## src/rtl/pipe_stall_ctrl.sv

```systemverilog
// pipe_stall_ctrl
//   Central stall/flush sequencer for the 5-stage pipeline. It merges the
//   hazard-detector stall request, the EXE-stage branch-taken signal and the
//   MEM-stage SRAM wait into per-register freeze/flush/bubble controls for the
//   PC and the IF/ID, ID/EXE, EXE/MEM and MEM/WB pipeline registers.
//
//   Priority: memory wait > branch flush > hazard stall.
//   Outputs are combinational from the registered state and the current
//   inputs, so a stall takes effect in the same cycle it is requested.
//
// Parameters
//   FLUSH_CYCLES  IF/ID flush cycles per taken branch (1..15)
//   MEM_TIMEOUT   wait cycles before an SRAM access is abandoned (2..255)
//
// Ports
//   clk           pipeline clock, rising edge
//   rst           synchronous active-high reset
//   hazard        stall request from the hazard detector
//   branch_taken  EXE-stage branch taken this cycle
//   mem_req       MEM stage holds a load or store
//   sram_ready    SRAM access completes this cycle
//   freeze_pc     hold the PC
//   freeze_ifid   hold IF/ID
//   flush_ifid    clear IF/ID to NOP
//   bubble_idexe  load NOP into ID/EXE
//   freeze_back   hold ID/EXE, EXE/MEM and MEM/WB
//   mem_timeout   sticky flag: an SRAM wait exceeded MEM_TIMEOUT
//
// Optional feature (macro STALL_STATS_EN)
//   Adds saturating 16-bit counters stat_stall (hazard-stall cycles),
//   stat_flush (taken branches) and stat_memw (freeze_back cycles), all
//   cleared by rst. Without the macro these ports do not exist.

module pipe_stall_ctrl #(
  parameter int FLUSH_CYCLES = 1,
  parameter int MEM_TIMEOUT  = 64
) (
  input  logic        clk,
  input  logic        rst,
  input  logic        hazard,
  input  logic        branch_taken,
  input  logic        mem_req,
  input  logic        sram_ready,
  output logic        freeze_pc,
  output logic        freeze_ifid,
  output logic        flush_ifid,
  output logic        bubble_idexe,
  output logic        freeze_back,
  output logic        mem_timeout
`ifdef STALL_STATS_EN
  ,
  output logic [15:0] stat_stall,
  output logic [15:0] stat_flush,
  output logic [15:0] stat_memw
`endif
);

  typedef enum logic [1:0] {RUN, FLUSH, MEM_WAIT} state_t;

  localparam logic [3:0] FLUSH_INIT  = 4'(FLUSH_CYCLES - 1);
  localparam logic [7:0] TIMEOUT_CNT = 8'(MEM_TIMEOUT);

  state_t     state, state_nxt;
  logic [3:0] flush_cnt, flush_cnt_nxt;
  logic [7:0] wait_cnt, wait_cnt_nxt;
  logic       resume_flush, resume_flush_nxt;
  logic       mem_timeout_q, timeout_set;
  logic       mem_stall;
  logic       hazard_evt, branch_evt;
  logic       f_pc, f_ifid, f_flush, f_bubble, f_back;

  assign mem_stall = mem_req & ~sram_ready;

  // Next-state and raw control decode. Branch and hazard are only looked at
  // in RUN; in MEM_WAIT the EXE stage is frozen so both are re-evaluated once
  // the wait releases.
  always_comb begin
    state_nxt        = state;
    flush_cnt_nxt    = flush_cnt;
    wait_cnt_nxt     = wait_cnt;
    resume_flush_nxt = resume_flush;
    timeout_set      = 1'b0;
    hazard_evt       = 1'b0;
    branch_evt       = 1'b0;
    f_pc             = 1'b0;
    f_ifid           = 1'b0;
    f_flush          = 1'b0;
    f_bubble         = 1'b0;
    f_back           = 1'b0;
    case (state)
      RUN: begin
        if (mem_stall) begin
          f_pc         = 1'b1;
          f_ifid       = 1'b1;
          f_back       = 1'b1;
          state_nxt    = MEM_WAIT;
          wait_cnt_nxt = 8'd1;
        end else if (branch_taken) begin
          f_flush    = 1'b1;
          f_bubble   = 1'b1;
          branch_evt = 1'b1;
          if (FLUSH_CYCLES > 1) begin
            state_nxt     = FLUSH;
            flush_cnt_nxt = FLUSH_INIT;
          end
        end else if (hazard) begin
          f_pc       = 1'b1;
          f_ifid     = 1'b1;
          f_bubble   = 1'b1;
          hazard_evt = 1'b1;
        end
      end
      FLUSH: begin
        // The remaining flush count is held across a memory wait and the
        // flush resumes where it left off.
        if (mem_stall) begin
          f_pc             = 1'b1;
          f_ifid           = 1'b1;
          f_back           = 1'b1;
          resume_flush_nxt = 1'b1;
          state_nxt        = MEM_WAIT;
          wait_cnt_nxt     = 8'd1;
        end else begin
          f_flush = 1'b1;
          if (flush_cnt <= 4'd1) begin
            state_nxt     = RUN;
            flush_cnt_nxt = 4'd0;
          end else begin
            flush_cnt_nxt = flush_cnt - 4'd1;
          end
        end
      end
      MEM_WAIT: begin
        if (mem_req && sram_ready) begin
          state_nxt        = resume_flush ? FLUSH : RUN;
          resume_flush_nxt = 1'b0;
          wait_cnt_nxt     = 8'd0;
        end else if (wait_cnt == TIMEOUT_CNT) begin
          // Abandon the access: release the pipeline and drop any pending flush.
          timeout_set      = 1'b1;
          state_nxt        = RUN;
          resume_flush_nxt = 1'b0;
          flush_cnt_nxt    = 4'd0;
          wait_cnt_nxt     = 8'd0;
        end else begin
          f_pc         = 1'b1;
          f_ifid       = 1'b1;
          f_back       = 1'b1;
          wait_cnt_nxt = wait_cnt + 8'd1;
        end
      end
      default: begin
        state_nxt = RUN;
      end
    endcase
  end

  // All outputs are forced low while reset is held, regardless of state.
  always_comb begin
    freeze_pc    = f_pc & ~rst;
    freeze_ifid  = f_ifid & ~rst;
    flush_ifid   = f_flush & ~rst;
    bubble_idexe = f_bubble & ~rst;
    freeze_back  = f_back & ~rst;
    mem_timeout  = mem_timeout_q & ~rst;
  end

  // State registers; mem_timeout_q is sticky until reset.
  always_ff @(posedge clk) begin
    if (rst) begin
      state         <= RUN;
      flush_cnt     <= 4'd0;
      wait_cnt      <= 8'd0;
      resume_flush  <= 1'b0;
      mem_timeout_q <= 1'b0;
    end else begin
      state        <= state_nxt;
      flush_cnt    <= flush_cnt_nxt;
      wait_cnt     <= wait_cnt_nxt;
      resume_flush <= resume_flush_nxt;
      if (timeout_set) begin
        mem_timeout_q <= 1'b1;
      end
    end
  end

`ifdef STALL_STATS_EN
  // Saturating event counters.
  always_ff @(posedge clk) begin
    if (rst) begin
      stat_stall <= 16'd0;
      stat_flush <= 16'd0;
      stat_memw  <= 16'd0;
    end else begin
      if (hazard_evt && stat_stall != 16'hFFFF) begin
        stat_stall <= stat_stall + 16'd1;
      end
      if (branch_evt && stat_flush != 16'hFFFF) begin
        stat_flush <= stat_flush + 16'd1;
      end
      if (f_back && stat_memw != 16'hFFFF) begin
        stat_memw <= stat_memw + 16'd1;
      end
    end
  end
`endif

endmodule

```

## config.mk

```make
export PLATFORM = sky130hd
export DESIGN_NAME = pipe_stall_ctrl
export DESIGN_NICKNAME = d
export VERILOG_FILES = /design/src/rtl/pipe_stall_ctrl.sv
export SDC_FILE = /design/constraint.sdc
export NUM_CORES = 1
export LEC_CHECK = 0
export ABC_AREA = 1
export CAP_MARGIN = 20
export CORE_MARGIN = 2
export CORE_UTILIZATION = 35
export CTS_CLUSTER_SIZE = 24
export DETAILED_ROUTE_END_ITERATION = 12
export DONT_BUFFER_PORTS = 1
export HOLD_SLACK_MARGIN = 0.06
export SLEW_MARGIN = 20
export SYNTH_ARGS = -nofsm -noshare
export SYNTH_HDL_FRONTEND = slang
export SYNTH_SLANG_ARGS = --single-unit
export TNS_END_PERCENT = 20
```

## constraint.sdc

```tcl
create_clock -name clk -period 3.47 [get_ports clk]
set_input_delay 0.694 -clock clk [delete_from_list [all_inputs] [get_ports clk]]
set_output_delay 0.694 -clock clk [all_outputs]
set_load 0.01 [all_outputs]
```

==> results by group, run 1 <==
Clock network
  – Total CTS buffers: 3
  – Setup bufs post-CTS: 0
  – CTS tree: yes
  – Max clock buf depth: 2
  – CTS resizes: 0
  – H-tree levels: 1
  – Worst-skew pair later-pin latency: 0.28 ns
  – Hold-fix buffers, CTS: 0
  – Clock sinks: 16
  – Root buffer cell: clkbuf_4
  – Reg clk slew, reported paths: 0.09 ns

Placement
  – Port buffer count: 0
  – RD Place Congestion: 0.828
  – Detail Placement HPWL: between 1500 and 2000 microns
  – Place WS: 1.18 ns

Power and ir drop
  – Power Density: 308 nW/um^2
  – VDD IR max: 0.000214 V
  – Static Leak: roughly 0.5 nW

Detailed routing
  – Vias/cell: 4.88
  – Drc violations: 0
  – Routed len/inst: 10.5 microns
  – Drt pass-1 iters: 4
  – Via count: about 900
  – Antenna-violating nets left: 0
  – Initial DRC count: 21
  – Routed WL: between 2000 and 2500 microns

Synthesis
  – Seq/Total Area, Yosys: 31.9%
  – Synth unique cells: 19
  – Yosys warns: 0
  – Synthesis-stage register bit count: 16
  – Syn_nets: 168
  – Syn avg cell area: 6.36 sq um
  – Syn Inst Count: 158
  – Synthesized area: around 1000 sq um

Critical path
  – Worst Path Required: 2.78 ns
  – CP bufs+invs: 1
  – CP Class: flop to output port
  – Crit start category: flop
  – Critical path's most frequent cell: nor2_4
  – Data arrival at the endpoint of the critical path: about 1.7 ns
  – Crit end category: output port
  – CP max-delay cell: dfxtp_1
  – R2R setup slack: 2.02 ns
  – Critical-path cell list: inv_1, ha_1, nand3_1, nor2_4, nor2_4, nor2_2, o21ai_1
  – Crit Path Max Fanout: 4
  – Family with the most delay on the worst path: simple AND/OR/NAND/NOR gates
  – CP peak stage delay: 0.35 ns

Floorplan
  – Die width: 57.6 microns
  – Die ar.: ~3300 sq um
  – Initial Utilization: 36.8%
  – Std cell rows: 19
  – IO Pins: 12
  – Die Ht: around 58 microns
  – Core box area: roughly 2700 sq um

Flow run
  – Max Cap Violations: 0

Timing
  – Final hold violations: 0
  – # setup viols final: 0
  – Final period utilization: about two thirds
  – Setup TNS: 0 ns
  – Slew headroom: 65.9%
  – Tightest Pin Transition: 0.507 ns
  – Max Slew Vio Count: 0
  – Final min period: 2.36 ns
  – Fmax: around 0.42 GHz
  – RSZ-0062 raised after global routing: false
  – Worst Skew: about 0.0026 ns
  – Final worst setup slack: 1.11 ns

Run status
  – Status: finished, final reports clean

Finish
  – Share of post-route cells with drive strength above 1: 8.18%
  – Most frequent cells in the layout: 36 x nand2_1, 27 x inv_1, 25 x nor2_1
  – Final nets: between 150 and 200
  – Diode count: 0
  – Most common cell after layout, fill and taps aside: nand2_1
  – Area Overhead vs Synth: 4.98%
  – Number of fill cells: 296
  – Util after Layout: 38.6%

Global route
  – Maximum number of pins on one net before global-route repair: 15
  – Vias in the first global route: 854
  – Antenna violations before repair: 0
  – GRT Residual Overflow: 0
  – First-pass GRT wire length: 3460 microns
  – GRT Util Overall: 13.4%

Hold path
  – Worst hold path type: flop to flop
## cell usage after synthesis (all sizes together)
master / count / area [sq um]
clkbuf: 1 / 3.75
ha: 4 / 50.1
xor2: 2 / 17.5
a21o: 1 / 7.51
o21ai: 8 / 43.8
buf: 1 / 7.51
inv: 27 / 101
nand4: 6 / 37.5
nand3: 12 / 60.1
nand2: 40 / 160
a21oi: 9 / 45.0
nor2: 30 / 145
dfxtp: 16 / 320
nor3: 1 / 5.00
## layout make-up
cell class              instances  area, sq um  share of cell area, %
clock buffers                   3         22.5                   2.14
inverters                      27          101                   9.61
multi-input cells             113          572                   54.2
flip-flops and latches         16          320                   30.4
well taps                      31         38.8                   3.68
## routing by layer
layer  vias up  share of wire (%)  routed length (microns)  GRT usage (%)
li1        499                  -                        -              -
met1       418                 47                      944           15.1
met2         8                 49                      975           23.7
met3         2                3.2                       64           4.31
met4         0               0.85                       17           3.99
met5         -                  0                        0              0
## flip-flops by register name, summed over array words and instances, names as in the netlist
register and count:
wait_cnt 8, flush_cnt 4, state 2, mem_timeout_q 1
resume_flush 1
## worst register-to-register path, delay by kind of cell, from the launching register on
family                   cells  cell delay (ns)
AO/OA/AOI/OAI                1             0.32
adder cells (fa/ha/maj)      1             0.22
AND/OR/NAND/NOR              4             0.40
flip-flops                   1             0.39
buffers and inverters        1             0.08
## report_power, final
group	leakage (nW)	switching [mW]	total, mW	internal (mW)
Combinational	0.369	0.0270	0.0382	0.0112
Clock	0.0138	0.0570	0.0973	0.0403
Sequential	0.129	0.00239	0.189	0.187
Total	0.512	0.0864	0.324	0.238
## path summary, 6_finish.rpt
check	start	endpoint	cells after the start
worst max register to register	flush_cnt[0]	flush_cnt[1]	7
worst min register to register	mem_timeout_q	mem_timeout_q	2
worst min-delay path	mem_timeout_q	mem_timeout_q	2
worst max-delay path	wait_cnt[0]	freeze_pc	7
## through the flow
step	cells	cell area (sq um)	power [mW]	hold WS, ns
6_report	190	1050	0.324	0.453
5_1_grt	190	1050	0.345	0.440
4_1_cts	190	1050	0.334	0.450
3_5_place_dp	187	1030	0.232	0.443
3_3_place_gp	187	1030	0.231	0.442
2_1_floorplan	158	1000	0.227	0.436
## cell families (layout without fill, tap and decap cells)
group / after synthesis / after routing / share of synthesized area [%]
AO/OA/AOI/OAI: 18 / 18 / 9.59
flip-flops: 16 / 16 / 31.9
buffers and inverters: 29 / 30 / 11.2
XOR/XNOR: 2 / 2 / 1.74
AND/OR/NAND/NOR: 89 / 89 / 40.6
adder cells (fa/ha/maj): 4 / 4 / 4.98
No activity file was read; power rests on OpenSTA's default activity.
==> run 2, diff against run 1 <==
clock period = 2 ns   (was 3.47 ns; I/O delays follow)
==> results by group, run 2 (synthesis gave the netlist of run 1 again) <==
Power and ir drop
  – Sequential power share: 57.5% (was 58.2%)
  – NetSw: 154 uW (was 86.4 uW)
  – VDD IR max: 0.000370 V (was 0.000214 V)
  – Power, Total: 571 uW (was 324 uW)
  – Power Density: 523 nW/um^2 (was 308 nW/um^2)
  – Clk pwr share: 29.4% (was 30.0%)
  – Gate power share: 13.1% (was 11.8%)
  – Pint: 417 uW (was 238 uW)
  – Net Sw Frac: 27.0% (was 26.6%)
  – Static Leak: 0.529 nW (was 0.512 nW)

Timing
  – Max Slew Vio Count: 0 (unchanged)
  – Setup TNS: 0 ns (unchanged)
  – Final min period: approximately 1.9 ns
  – Fmax: around 0.54 GHz
  – Slew headroom: 78.1% (was 65.9%)
  – Tightest Pin Transition: 0.324 ns (was 0.507 ns)
  – Final hold violations: 0 (unchanged)
  – RSZ-0062 raised after global routing: false (unchanged)
  – # setup viols final: 0 (unchanged)
  – Worst Skew: 0.00534 ns (was 0.00259 ns)
  – Final period utilization: approximately 93%

Finish
  – Most common cell after layout, fill and taps aside: nand2_1 (unchanged)
  – Final nets: 173 (was 171)
  – Max FFs per register: 8 (unchanged)
  – FF+latch area: 322 sq um (was 320 sq um)
  – Diode count: 0 (unchanged)
  – Largest Register: wait_cnt (unchanged)
  – Most frequent cells in the layout: 36 x nand2_1, 27 x inv_1, 25 x nor2_1 (unchanged)
  – Number of fill cells: 285 (was 296)
  – Area Overhead vs Synth: 8.72% (was 4.98%)
  – Final Non-Filler Cells: 192 (was 190)
  – Multi-input logic area: 593 sq um (was 572 sq um)
  – Share of post-route cells with drive strength above 1: 11.2% (was 8.18%)
  – Largest regs: wait_cnt (8), flush_cnt (4), state (2) (unchanged)

Critical path
  – Worst Path Required: 1.60 ns (was 2.78 ns)
  – CP Class: flop to output port (unchanged)
  – Crit path depth: 7 (unchanged)
  – Critical path's most frequent cell: nor2_4 (unchanged)
  – Crit Path Max Fanout: 4 (unchanged)
  – CP max-delay cell: dfxtp_2 (was dfxtp_1)
  – Critical-path cell list: inv_1, ha_1, nand3_2, nor2_4, nor2_4, nor2_4, o21ai_4 (was inv_1, ha_1, nand3_1, nor2_4, nor2_4, nor2_2, o21ai_1)
  – Family with the most delay on the worst path: simple AND/OR/NAND/NOR gates (unchanged)
  – Crit end category: output port (unchanged)
  – Data arrival at the endpoint of the critical path: 1.46 ns (was 1.66 ns)
  – CP peak stage delay: 0.34 ns (was 0.35 ns)
  – CP bufs+invs: 1 (unchanged)
  – Worst Reg-to-Reg Cells: 7 (unchanged)
  – Crit start category: flop (unchanged)

Floorplan
  – Die Ht: 57.6 microns (unchanged)
  – Std cell rows: 19 (unchanged)
  – Core box area: 2730 sq um (unchanged)
  – IO Pins: 12 (unchanged)
  – Initial Utilization: 36.8% (unchanged)
  – Die ar.: 3320 sq um (unchanged)
  – Die width: 57.6 microns (unchanged)

Placement
  – Detail Placement HPWL: 1590 microns (about the same)
  – DP Cell Count: 188 (was 187)
  – RD Place Congestion: 0.799 (was 0.828)
  – Port buffer count: 0 (unchanged)

Clock network
  – CTS tree: yes (unchanged)
  – Clock sinks: 16 (unchanged)
  – Worst-skew pair later-pin latency: 0.29 ns (was 0.28 ns)
  – Root buffer cell: clkbuf_4 (unchanged)
  – Total CTS buffers: 3 (unchanged)
  – Hold-fix buffers, CTS: 0 (unchanged)
  – Reg clk slew, reported paths: 0.09 ns (about the same)
  – H-tree levels: 1 (unchanged)
  – Max clock buf depth: 2 (unchanged)

Hold path
  – Worst Hold Path Cells: 1 (was 2)
  – Worst hold path type: primary input to flop (was flop to flop)

Detailed routing
  – Drc violations: 0 (unchanged)
  – Via count: 923 (was 927)
  – Antenna-violating nets left: 0 (unchanged)
  – Initial DRC count: 43 (was 21)
  – Routed WL: 2120 microns (was 2000 microns)
  – Drt pass-1 iters: 6 (was 4)
  – Vias/cell: 4.81 (was 4.88)
  – Routed len/inst: 11.0 microns (was 10.5 microns)

Run status
  – Status: finished, final reports clean (unchanged)

Global route
  – Antenna violations before repair: 0 (unchanged)
  – GRT Residual Overflow: 0 (unchanged)
  – First-pass GRT wire length: 3640 microns (was 3460 microns)
  – GRT Util Overall: 14.1% (was 13.4%)
  – Maximum number of pins on one net before global-route repair: 15 (unchanged)
  – Vias in the first global route: 845 (was 854)

Flow run
  – Max Cap Violations: 0 (unchanged)
## run 2: cell types whose count changed in the layout (fill, tap and decap cells not counted)
cell	previous run	this run
nand3_1	12	11
dfxtp_1	16	15
o21ai_1	2	1
nor2_4	4	5
o21ai_4	0	1
nor2_2	1	0
nand3_2	0	1
dfxtp_2	0	1
buf_4	0	2
## run 2: path summary, 6_finish.rpt
kind | start | end | slack, ns
max | wait_cnt[0] | freeze_ifid | 0.14
min | rst | resume_flush | 0.17
min reg2reg | mem_timeout_q | mem_timeout_q | 0.46
max reg2reg | flush_cnt[0] | flush_cnt[3] | 0.58
## run 2: metrics by stage
| stage | setup WS, ns | utilization [%] | area (sq um) | hold WS, ns |
|---|---|---|---|---|
| after floorplan | 0.283 | - | 1000 | 0.436 |
| after global placement | 0.297 | 38.0 | 1040 | 0.441 |
| after detailed placement | 0.267 | 38.0 | 1040 | 0.447 |
| final | 0.137 | 40.0 | 1090 | 0.169 |
| after CTS | 0.0424 | 39.0 | 1070 | 0.161 |
| after global routing | 0.00408 | 40.0 | 1090 | 0.148 |
## run 2: cell type report
class                           instances  share of cell area (%)
Tap cell                               31                    3.55
Clock buffer                            3                    2.06
Multi-Input combinational cell        113                    54.3
Timing Repair Buffer                    2                    1.37
Sequential cell                        16                    29.4
Inverter                               27                    9.28
## run 2: power groups by stage
stage | clock, mW | sequential, mW | combinational [mW]
after global placement | 0 | 0.335 | 0.0658
after global routing | 0.191 | 0.330 | 0.0852
after CTS | 0.178 | 0.328 | 0.0683
after detailed placement | 0 | 0.335 | 0.0674
final | 0.168 | 0.328 | 0.0751
after floorplan | 0 | 0.334 | 0.0595
## run 2: timing repair
item / CTS / global route
setup buffers: 0 / 1
pin swaps: 0 / 3
resized for setup: 1 / 4
hold endpoints to repair: 0 / 0
endpoints found under the setup margin: 2 / 3
## run 2: layer usage
metal | track usage (%) | routed length (microns)
met1 | 18.1 | 1020
met2 | 22.4 | 1030
met3 | 4.76 | 57
met4 | 3.99 | 17
met5 | 0 | 0
==> run 3, diff against run 2 <==
CTS_BUF_LIST = sky130_fd_sc_hd__clkbuf_4   (was unset)
==> results of run 3 <==
The final DEF is identical to that of run 2; final timing and power are the same.
==> variant (config.mk and constraints of run 1) <==
The option `STALL_STATS_EN` is turned on by a define.
--- a/src/rtl/pipe_stall_ctrl.sv
+++ b/src/rtl/pipe_stall_ctrl.sv
@@ -31,4 +31,6 @@
 //   stat_flush (taken branches) and stat_memw (freeze_back cycles), all
 //   cleared by rst. Without the macro these ports do not exist.
+
+`define STALL_STATS_EN
 
 module pipe_stall_ctrl #(
Function (old outputs only; new: stat_flush, stat_memw and stat_stall): kept (Yosys induction, for registers that start in step).
==> variant against run 1 <==
  * Design area increased to 3.7 times the old value
  * Cell count grew to 3.7 times the old value
  * Maximum frequency down 10%
  * Combinational power increased by 110%
  * Worst setup slack got worse by 0.27 ns
  * Die area rose to 3.4 times the old value
  * Sequential cell count increased by 48
  * Register-to-register slack worse by 0.78 ns
  * Synthesized area grew to 3.7 times the old value
  * Wire length increased to 4.5 times the old value
  * Global-route usage rose by 3.0 points
  * Total power rose to 4.5 times the old value
  * Critical path depth increased by 2
  * Clock skew increased by 0.0090 ns
  * Largest cell class unchanged
==> variant: results (changes against run 1) <==
| Group | Result | This run | Change |
| --- | --- | --- | --- |
| status | Result of the run | completed | unchanged |
| clock network | Clock input transition at the sequential cells of the worst setup and hold paths | 0.06 ns | was 0.09 ns |
| synthesis | Number of nets in the synthesized netlist | 587 | was 168 |
| timing | Worst-case clock skew | 0.01161 ns | was 0.002592 ns |
| synthesis | Largest cells by area after synthesis | sky130_fd_sc_hd__dfxtp_1 35%, sky130_fd_sc_hd__nand2_1 17%, sky130_fd_sc_hd__nor2_1 8.4%, sky130_fd_sc_hd__a21oi_1 7.1%, sky130_fd_sc_hd__nand3_1 7.1% | was sky130_fd_sc_hd__dfxtp_1 32%, sky130_fd_sc_hd__nand2_1 13%, sky130_fd_sc_hd__inv_1 10%, sky130_fd_sc_hd__nor2_1 9.3%, sky130_fd_sc_hd__nand3_1 6.0% |
| clock network | Skew-Pair Late Insertion Delay | 0.33 ns | was 0.28 ns |
| finish | Share of post-route cells with drive strength above 1 | 0.05556 | was 0.08176 |
| grt | Vias in the first global route | 3,289 | was 854 |
| placement | Dpl hpwl | 6.512 mm | was 1.588 mm |
| clock network | Cell at the root of the clock tree | sky130_fd_sc_hd__clkbuf_8 | was sky130_fd_sc_hd__clkbuf_4 |
| clock network | CTS buffer count | 9 | was 3 |
| finish | Number of inserted filler cells in the final layout | 1,108 | was 296 |
| power and ir drop | Leakage power total | 1.413 nW | was 0.5121 nW |
| route | Via count normalized by instance count | 4.892 | was 4.879 |
| worst hold path | Hold/Removal Path Class | primary input to flip-flop | was flip-flop to flip-flop |
| placement | Worst-case setup slack after placement | 1.158 ns | was 1.185 ns |
| finish | Final-stage net count | 584 | was 171 |
| worst hold path | Cells on Worst Hold Path | 1 | was 2 |
| grt | Largest net degree at the start of global routing | 53 | was 15 |
| grt | Wire length of the first global-routing pass | 15.05 mm | was 3.456 mm |
| power and ir drop | Internal power | 1.089 mW | was 0.2381 mW |
| critical path | Critical Path AT | 1.94 ns | was 1.66 ns |
| route | Wire per inst | 12.70 um | was 10.54 um |
| critical path | Slowest cell delay on critical path | 0.33 ns | was 0.35 ns |
| placement | Gp weighted congestion | 0.8434 | was 0.8279 |
| critical path | Largest driver fanout on the critical path | 16 | was 4 |
-- variant: cell count changes in the layout (fill, tap and decap cells not counted), sizes merged, moves of 6 or more --
cell    delta
clkbuf     +6
nor3       +7
xnor2     +10
nand3     +40
xor2      +14
clkinv     +6
a21oi     +43
nand2    +134
o21ai     +17
dfxtp     +48
nor2      +58
inv       +21
-- variant: final timing paths --
path	startpoint	endpoint	slack (ns)
worst min-delay path	rst	state[0]	0.44
worst min register to register	resume_flush	state[0]	0.46
worst max-delay path	wait_cnt[0]	freeze_pc	0.84
worst max register to register	stat_stall[0]	stat_stall[15]	1.24
-- variant: cells by family (layout without fill, tap and decap cells) --
group / count (synthesis) / count (layout) / synth area share
fa+ha+maj: 7 / 7 / 0.02382
flops: 64 / 64 / 0.3484
compound gates: 78 / 78 / 0.1085
buf+inv: 65 / 67 / 0.07757
xor+xnor: 26 / 26 / 0.06192
simple gates: 334 / 334 / 0.3797
-- variant: through the flow --
step	area, sq um	std cells
after floorplan	3677	574
after global placement	3761	696
after detailed placement	3761	696
after CTS	3948	712
after global routing	3948	712
final	3948	712
-- variant: cell type report --
cell class | count | area, sq um | area share
Inverter | 49 | 183.9 | 0.04659
Clock inverter | 7 | 62.56 | 0.01585
Tap cell | 136 | 170.2 | 0.04311
Sequential cell | 64 | 1281 | 0.3246
Timing Repair Buffer | 2 | 15.01 | 0.003803
Multi-Input combinational cell | 445 | 2111 | 0.5347
Clock buffer | 9 | 123.9 | 0.03138
-- variant: metal layers --
layer,up-vias,GRT usage,routed length [um]
met2,87,0.2743,4312
met5,-,0,0
met3,8,0.05886,677
met4,0,0.06122,108
met1,1559,0.1909,3946
li1,1829,-,-
-- variant: power groups by stage --
stage | logic (mW) | clock network, mW | registers, mW
floorplan | 0.0786 | 0 | 0.772
global placement | 0.0806 | 0 | 0.775
detailed placement | 0.0829 | 0 | 0.775
CTS | 0.0830 | 0.642 | 0.758
global route | 0.0940 | 0.677 | 0.760
finish | 0.0807 | 0.619 | 0.759
-- variant: critical path, delay by kind of cell, from the launching register on --
kind	cells	cell delay (ns)
DFF	1	0.33
AOI/OAI and AO/OA	1	0.23
and+or+nand+nor	5	0.68
buffers and inverters	2	0.22
adders and majority gates	1	0.15
